==> config.mk <==
export PLATFORM = sky130hd
export DESIGN_NAME = uart_tx
export DESIGN_NICKNAME = d
export VERILOG_FILES = /design/src/rtl/uart_pkg.sv /design/src/rtl/uart_fifo.sv /design/src/rtl/uart_tx.sv
export SDC_FILE = /design/constraint.sdc
export NUM_CORES = 1
export LEC_CHECK = 0
export CAP_MARGIN = 20
export CORE_MARGIN = 4
export CORE_UTILIZATION = 30
export CTS_CLUSTER_SIZE = 30
export DETAILED_ROUTE_END_ITERATION = 12
export DONT_BUFFER_PORTS = 1
export GPL_ROUTABILITY_DRIVEN = 0
export PLACE_DENSITY = 0.48
export REMOVE_ABC_BUFFERS = 1
export SLEW_MARGIN = 0
export SYNTH_ARGS = -nofsm -noshare
export SYNTH_HDL_FRONTEND = slang
export SYNTH_SLANG_ARGS = --single-unit
export TNS_END_PERCENT = 30
==> constraint.sdc <==
create_clock -name clk -period 2.9 [get_ports clk]
set_clock_uncertainty 0.05 [all_clocks]
set_input_delay 0.725 -clock clk [delete_from_list [all_inputs] [get_ports clk]]
set_output_delay 0.725 -clock clk [all_outputs]
set_load 0.05 [all_outputs]
==> src/rtl/uart_pkg.sv <==
// Shared UART definitions: FSM state encoding, default timing and frame shape.
// Intended for reuse by both the transmitter and a future receiver.
package uart_pkg;

  typedef enum logic [1:0] {
    IDLE  = 2'd0,
    START = 2'd1,
    DATA  = 2'd2,
    STOP  = 2'd3
  } uart_state_e;

  localparam int UART_CLKS_PER_BIT_DEFAULT = 434;
  localparam int UART_FRAME_BITS           = 10;
  localparam int UART_DATA_BITS            = 8;

  function automatic int uartFrameCycles(input int clksPerBit);
    return UART_FRAME_BITS * clksPerBit;
  endfunction

endpackage

==> src/rtl/uart_fifo.sv <==
// Synchronous first-word-fall-through FIFO buffering bytes for the transmitter.
// A push while full is ignored even if a pop happens on the same edge.
module uart_fifo #(
  parameter int WIDTH = 8,
  parameter int AW    = 4
) (
  input  logic             clk,
  input  logic             rst_n,
  input  logic             push_i,
  input  logic             pop_i,
  input  logic [WIDTH-1:0] din_i,
  output logic [WIDTH-1:0] dout_o,
  output logic             full_o,
  output logic             empty_o
);

  localparam int DEPTH = 1 << AW;

  logic [WIDTH-1:0] mem_q [DEPTH];
  logic [AW-1:0]    wptr_q, wptr_d;
  logic [AW-1:0]    rptr_q, rptr_d;
  logic [AW:0]      count_q, count_d;
  logic             pushOk;
  logic             popOk;

  assign full_o  = (count_q == DEPTH[AW:0]);
  assign empty_o = (count_q == '0);
  assign pushOk  = push_i & ~full_o;
  assign popOk   = pop_i & ~empty_o;
  assign dout_o  = mem_q[rptr_q];

  always_comb begin
    wptr_d  = wptr_q;
    rptr_d  = rptr_q;
    count_d = count_q;
    if (pushOk) begin
      wptr_d = wptr_q + 1'b1;
    end
    if (popOk) begin
      rptr_d = rptr_q + 1'b1;
    end
    case ({pushOk, popOk})
      2'b10:   count_d = count_q + 1'b1;
      2'b01:   count_d = count_q - 1'b1;
      default: count_d = count_q;
    endcase
  end

  // Storage has no reset; only the pointers and count define validity.
  always_ff @(posedge clk) begin
    if (pushOk) begin
      mem_q[wptr_q] <= din_i;
    end
  end

  always_ff @(posedge clk or negedge rst_n) begin
    if (!rst_n) begin
      wptr_q  <= '0;
      rptr_q  <= '0;
      count_q <= '0;
    end else begin
      wptr_q  <= wptr_d;
      rptr_q  <= rptr_d;
      count_q <= count_d;
    end
  end

endmodule

==> src/rtl/uart_tx.sv <==
// 8N1 UART transmitter: FIFO-buffered bytes shifted out LSB-first on an idle-high line.
// The STOP state pops the next byte directly into START so queued frames have no gap.
module uart_tx
  import uart_pkg::*;
#(
  parameter int CLKS_PER_BIT = UART_CLKS_PER_BIT_DEFAULT,
  parameter int FIFO_AW      = 4
) (
  input  logic       clk,
  input  logic       rst_n,
  input  logic       wen,
  input  logic [7:0] wdata,
  output logic       tx,
  output logic       busy,
  output logic       full,
  output logic       overflow
);

  localparam int BW = (CLKS_PER_BIT > 1) ? $clog2(CLKS_PER_BIT) : 1;
  localparam logic [BW-1:0] BCNT_LAST = BW'(CLKS_PER_BIT - 1);

  uart_state_e   state_q, state_d;
  logic [BW-1:0] bcnt_q, bcnt_d;
  logic [2:0]    bidx_q, bidx_d;
  logic [7:0]    shift_q, shift_d;
  logic          tx_q, tx_d;
  logic          overflow_q;

  logic          fifoPop;
  logic [7:0]    fifoDout;
  logic          fifoFull;
  logic          fifoEmpty;
  logic          bitEnd;

  uart_fifo #(
    .WIDTH (8),
    .AW    (FIFO_AW)
  ) u_fifo (
    .clk     (clk),
    .rst_n   (rst_n),
    .push_i  (wen),
    .pop_i   (fifoPop),
    .din_i   (wdata),
    .dout_o  (fifoDout),
    .full_o  (fifoFull),
    .empty_o (fifoEmpty)
  );

  assign bitEnd = (bcnt_q == BCNT_LAST);

  always_ff @(posedge clk or negedge rst_n) begin
    if (!rst_n) begin
      state_q <= IDLE;
      bcnt_q  <= '0;
      bidx_q  <= '0;
      shift_q <= '0;
      tx_q    <= 1'b1;
    end else begin
      state_q <= state_d;
      bcnt_q  <= bcnt_d;
      bidx_q  <= bidx_d;
      shift_q <= shift_d;
      tx_q    <= tx_d;
    end
  end

  always_comb begin
    state_d = state_q;
    case (state_q)
      IDLE: begin
        if (!fifoEmpty) begin
          state_d = START;
        end
      end
      START: begin
        if (bitEnd) begin
          state_d = DATA;
        end
      end
      DATA: begin
        if (bitEnd && (bidx_q == 3'd7)) begin
          state_d = STOP;
        end
      end
      STOP: begin
        if (bitEnd) begin
          state_d = fifoEmpty ? IDLE : START;
        end
      end
      default: state_d = IDLE;
    endcase
  end

  // Datapath: tx is computed one cycle ahead so the pin comes straight from a flop.
  always_comb begin
    tx_d    = tx_q;
    bcnt_d  = bitEnd ? '0 : bcnt_q + BW'(1);
    bidx_d  = bidx_q;
    shift_d = shift_q;
    fifoPop = 1'b0;
    case (state_q)
      IDLE: begin
        bcnt_d = '0;
        tx_d   = 1'b1;
        if (!fifoEmpty) begin
          fifoPop = 1'b1;
          shift_d = fifoDout;
          tx_d    = 1'b0;
        end
      end
      START: begin
        if (bitEnd) begin
          tx_d   = shift_q[0];
          bidx_d = '0;
        end
      end
      DATA: begin
        if (bitEnd) begin
          shift_d = {1'b0, shift_q[7:1]};
          bidx_d  = bidx_q + 3'd1;
          tx_d    = (bidx_q == 3'd7) ? 1'b1 : shift_q[1];
        end
      end
      STOP: begin
        if (bitEnd && !fifoEmpty) begin
          fifoPop = 1'b1;
          shift_d = fifoDout;
          tx_d    = 1'b0;
        end
      end
      default: begin
        tx_d   = 1'b1;
        bcnt_d = '0;
      end
    endcase
  end

  always_ff @(posedge clk or negedge rst_n) begin
    if (!rst_n) begin
      overflow_q <= 1'b0;
    end else if (wen && fifoFull) begin
      overflow_q <= 1'b1;
    end
  end

  assign tx       = tx_q;
  assign busy     = (state_q != IDLE) | ~fifoEmpty;
  assign full     = fifoFull;
  assign overflow = overflow_q;

endmodule
==> impl_results.md <==
- Final WL: 14.4 mm
- EDFF count, synth: 128
- Worst Setup Start Kind: register
- Num rows: 55
- Pint: 0.00531 W
- CP Capture Type: register
- Sequential-to-total area share from yosys stat: 68.8%
- CTS Sinks: 165
- Largest net degree at the start of global routing: 37
- CTS buffer count: 17
- Wire length of the first global-routing pass: 22.4 mm
- Core ar.: 22700 µm²
- Worst hold path class: in -> async
- RSZ-0062 raised after global routing: no
- CTS tree: yes
- DRC violations left: 0
- Synth cell types: 46
- Async set-reset flop share out of synthesis: 22.4%
- Worst Path Arrival: 2.98 ns
- Post-synthesis mux area share: 10.8%
- Synth Register Bits: 165
- IO buf count: 0
- Clock Latency Late Sink: 0.43 ns
- Yosys top cell area share: 55.5%
- Post-Syn Area: 6930 µm²
- Crit path cell chain: inv_1 -> ha_1 -> and4b_2 -> a31oi_1 -> nor3_2 -> ha_2 -> inv_1 -> fa_2 -> nor2b_2 -> o21ai_0 -> and3_1 -> nor3_2 -> xor2_1
- GRT overflow: 0
- Post-DRT Antenna Nets: 0
- Slew @ Worst Pin: 0.987 ns
- Via density: 4.76
- Max_cap viols: 0
- Synth Area in Adders: 3.54%
- GRT Util Overall: 11.7%
- Switching part of the total: 33.5%
- Synth Warn #: 0
- Slew margin rel.: 33.9%
- Fin crit share: 92.6%
- Initial core utilization: 30.5%
- Flop pwr share: 41.8%
- Outcome: finished clean
- Via count: 3629
- # setup viols final: 0
- Height of the die: 160 µm
- Hold Vio Cnt, Final: 0
- Simple-gate area share of the yosys netlist: 6.81%
- NumNets Final: 495
- Sw power: 0.00268 W
- Top post-synthesis cells by area: edfxtp_1, dfrtp_1, mux4_2, mux2i_1, ha_1
- CP max FO: 4
- Routed WL per cell: 18.9 µm
- First DRT Iteration DRCs: 216
- Pre-antenna DRT Iters: 4
- Main combinational cell family by area after synthesis: multiplexers
- Critical path class: reg -> reg
- Die width: 160 µm
- WP data required: 3.20 ns
- Fin Setup TNS: 0 ns
- Fin util: 35.3%
- CTS H-tree depth: 4
- Synth Area in XOR/XNOR: 2.15%
- P_leak: 2.86 nW
- Peak supply drop: 0.000322 V
- CTS clk-pin slew, worst paths: 0.07 ns
- Final slew viol count: 0
- P&R area growth vs syn: 15.6%
- Num ports: 15
- Synth Flop Type: edfxtp_1
- Post-synthesis compound-gate area fraction: 5.76%
- Post-Synthesis Cells: 443
- Antenna cell count: 0
- Clock root cell: clkbuf_16
- Vias in the first global route: 3741
- Share of cells above drive strength 1: 18.2%
- FMAX: 372 MHz
- Die area: 25600 µm²
- Initial antenna violation count: 0
- Synth area leader: edfxtp_1
- Minimum clock period: 2.68 ns
- Worst-case clock buffer depth: 2
- Max stage delay cell, worst path: dfrtp_1
- PD cells: 997 nW/µm²
- Dpl hpwl: 9.09 mm
- Logic gate share of total power: 30.1%
- Clock network power share: 28.1%
- Avg Synthesized Cell Area: 15.6 µm²
- CP peak stage delay: 0.38 ns
## timing repair
action                     in CTS  in global routing
pin swaps                       0                  2
setup buffers                   0                  5
gates resized for setup         3                  5
hold endpoints to repair       36                  0
hold buffers                    1                  0
setup endpoints to repair       1                  1
## through the flow
step | total power (W) | area [µm²] | cells | hold WS, ns | setup WS [ns]
6_report | 0.00799 | 8010 | 763 | 0.0881 | 0.215
5_1_grt | 0.00848 | 8010 | 763 | 0.0623 | 0.0133
4_1_cts | 0.00802 | 7960 | 758 | 0.0652 | 0.00639
3_5_place_dp | 0.00573 | 7330 | 725 | 0.381 | -0.0818
3_3_place_gp | 0.00566 | 7330 | 725 | 0.381 | 0.0683
2_1_floorplan | 0.00499 | 6830 | 424 | 0.379 | 0.0355
## cells by family (layout without fill, tap and decap cells)
family / count (synthesis) / count (layout)
buffers and inverters: 32 / 67
and+or+nand+nor: 99 / 99
adders and majority gates: 19 / 19
muxes: 50 / 50
AOI/OAI and AO/OA: 61 / 61
DFF: 165 / 165
xor gates and xnor gates: 17 / 17
## cell type report
class	instances	area [µm²]
Timing Repair Buffer	22	203
Sequential cell	165	4770
Multi-Input combinational cell	246	2040
Fill cell	2165	14700
Tap cell	285	357
Inverter	13	48.8
Clock buffer	18	429
Clock inverter	14	159
## worst max-delay path, delay by kind of cell (launching register included)
| kind | cells | cell delay (ns) |
|---|---|---|
| buf+inv | 2 | 0.14 |
| compound gates | 2 | 0.22 |
| simple gates | 5 | 0.94 |
| fa+ha+maj | 3 | 0.73 |
| flops | 1 | 0.38 |
| xor+xnor | 1 | 0.15 |
## synthesized netlist by cell type, types with 4 or more instances
| cell type | number |
|---|---|
| or3_1 | 7 |
| a21oi_1 | 11 |
| mux4_2 | 18 |
| o21ai_0 | 9 |
| xnor2_1 | 11 |
| xor2_1 | 6 |
| edfxtp_1 | 128 |
| o22ai_1 | 7 |
| a31oi_1 | 9 |
| a22oi_1 | 14 |
| ha_1 | 18 |
| nor3_1 | 7 |
| nand2_1 | 25 |
| mux2i_1 | 28 |
| nor2_1 | 34 |
| buf_4 | 5 |
| nand3_1 | 4 |
| dfrtp_1 | 36 |
| clkbuf_1 | 8 |
| inv_1 | 13 |
| nand2b_1 | 6 |
## per-layer routing
metal | global-route usage, % | share of wire [%] | up-vias
li1 | - | - | 1736
met1 | 15.2 | 44 | 1819
met2 | 18.9 | 50 | 56
met3 | 2.74 | 4.7 | 18
met4 | 4.58 | 1.6 | 0
met5 | 0 | 0 | -
## sequential cells by signal, indices dropped and copies added, names as in the netlist
register	flops
u_fifo.count_q	5
overflow	1
u_fifo.rptr_q	4
state_q	2
shift_q	8
tx	1
u_fifo.mem_q	128
u_fifo.wptr_q	4
bidx_q	3
bcnt_q	9
## worst paths after layout
path                       slack, ns  depth (start not counted)      start            endpoint
max                             0.22                         13  bcnt_q[1]   u_fifo.count_q[4]
min                             0.09                          0      rst_n                  tx
max reg2reg                     0.22                         13  bcnt_q[1]   u_fifo.count_q[4]
min in group clk                0.34                          0   wdata[4]  u_fifo.mem_q[0][4]
max in group asynchronous       2.51                          1      rst_n    u_fifo.rptr_q[1]
min reg2reg                     0.45                          1  bidx_q[2]           bidx_q[2]
## power groups by stage
| stage | clock [W] | combinational, W | sequential (W) |
|---|---|---|---|
| 6_report | 0.00225 | 0.00240 | 0.00334 |
| 5_1_grt | 0.00240 | 0.00268 | 0.00339 |
| 4_1_cts | 0.00230 | 0.00239 | 0.00334 |
| 3_5_place_dp | 0 | 0.00235 | 0.00338 |
| 3_3_place_gp | 0 | 0.00230 | 0.00336 |
| 2_1_floorplan | 0 | 0.00159 | 0.00340 |
## cell usage in the layout, fill, tap and decap left out, types with 2 or more instances in the layout
cell / n
o22ai_1: 7
inv_6: 4
xor2_1: 6
inv_1: 13
nor2_1: 34
nand2b_1: 6
ha_1: 17
a31oi_1: 9
dfrtp_1: 35
nand4_1: 2
mux2i_1: 28
a22oi_1: 14
buf_12: 3
or3_1: 7
a21o_1: 3
mux4_2: 18
and2b_1: 2
mux2_2: 3
or2_2: 2
clkbuf_16: 17
nor3_1: 5
nor3_2: 2
edfxtp_1: 128
a32o_1: 2
nand3_1: 4
xnor2_1: 11
buf_4: 19
and2_1: 3
inv_8: 5
nand2_1: 25
o21ai_0: 9
a21oi_1: 11
(Power assumes the default switching activity.)
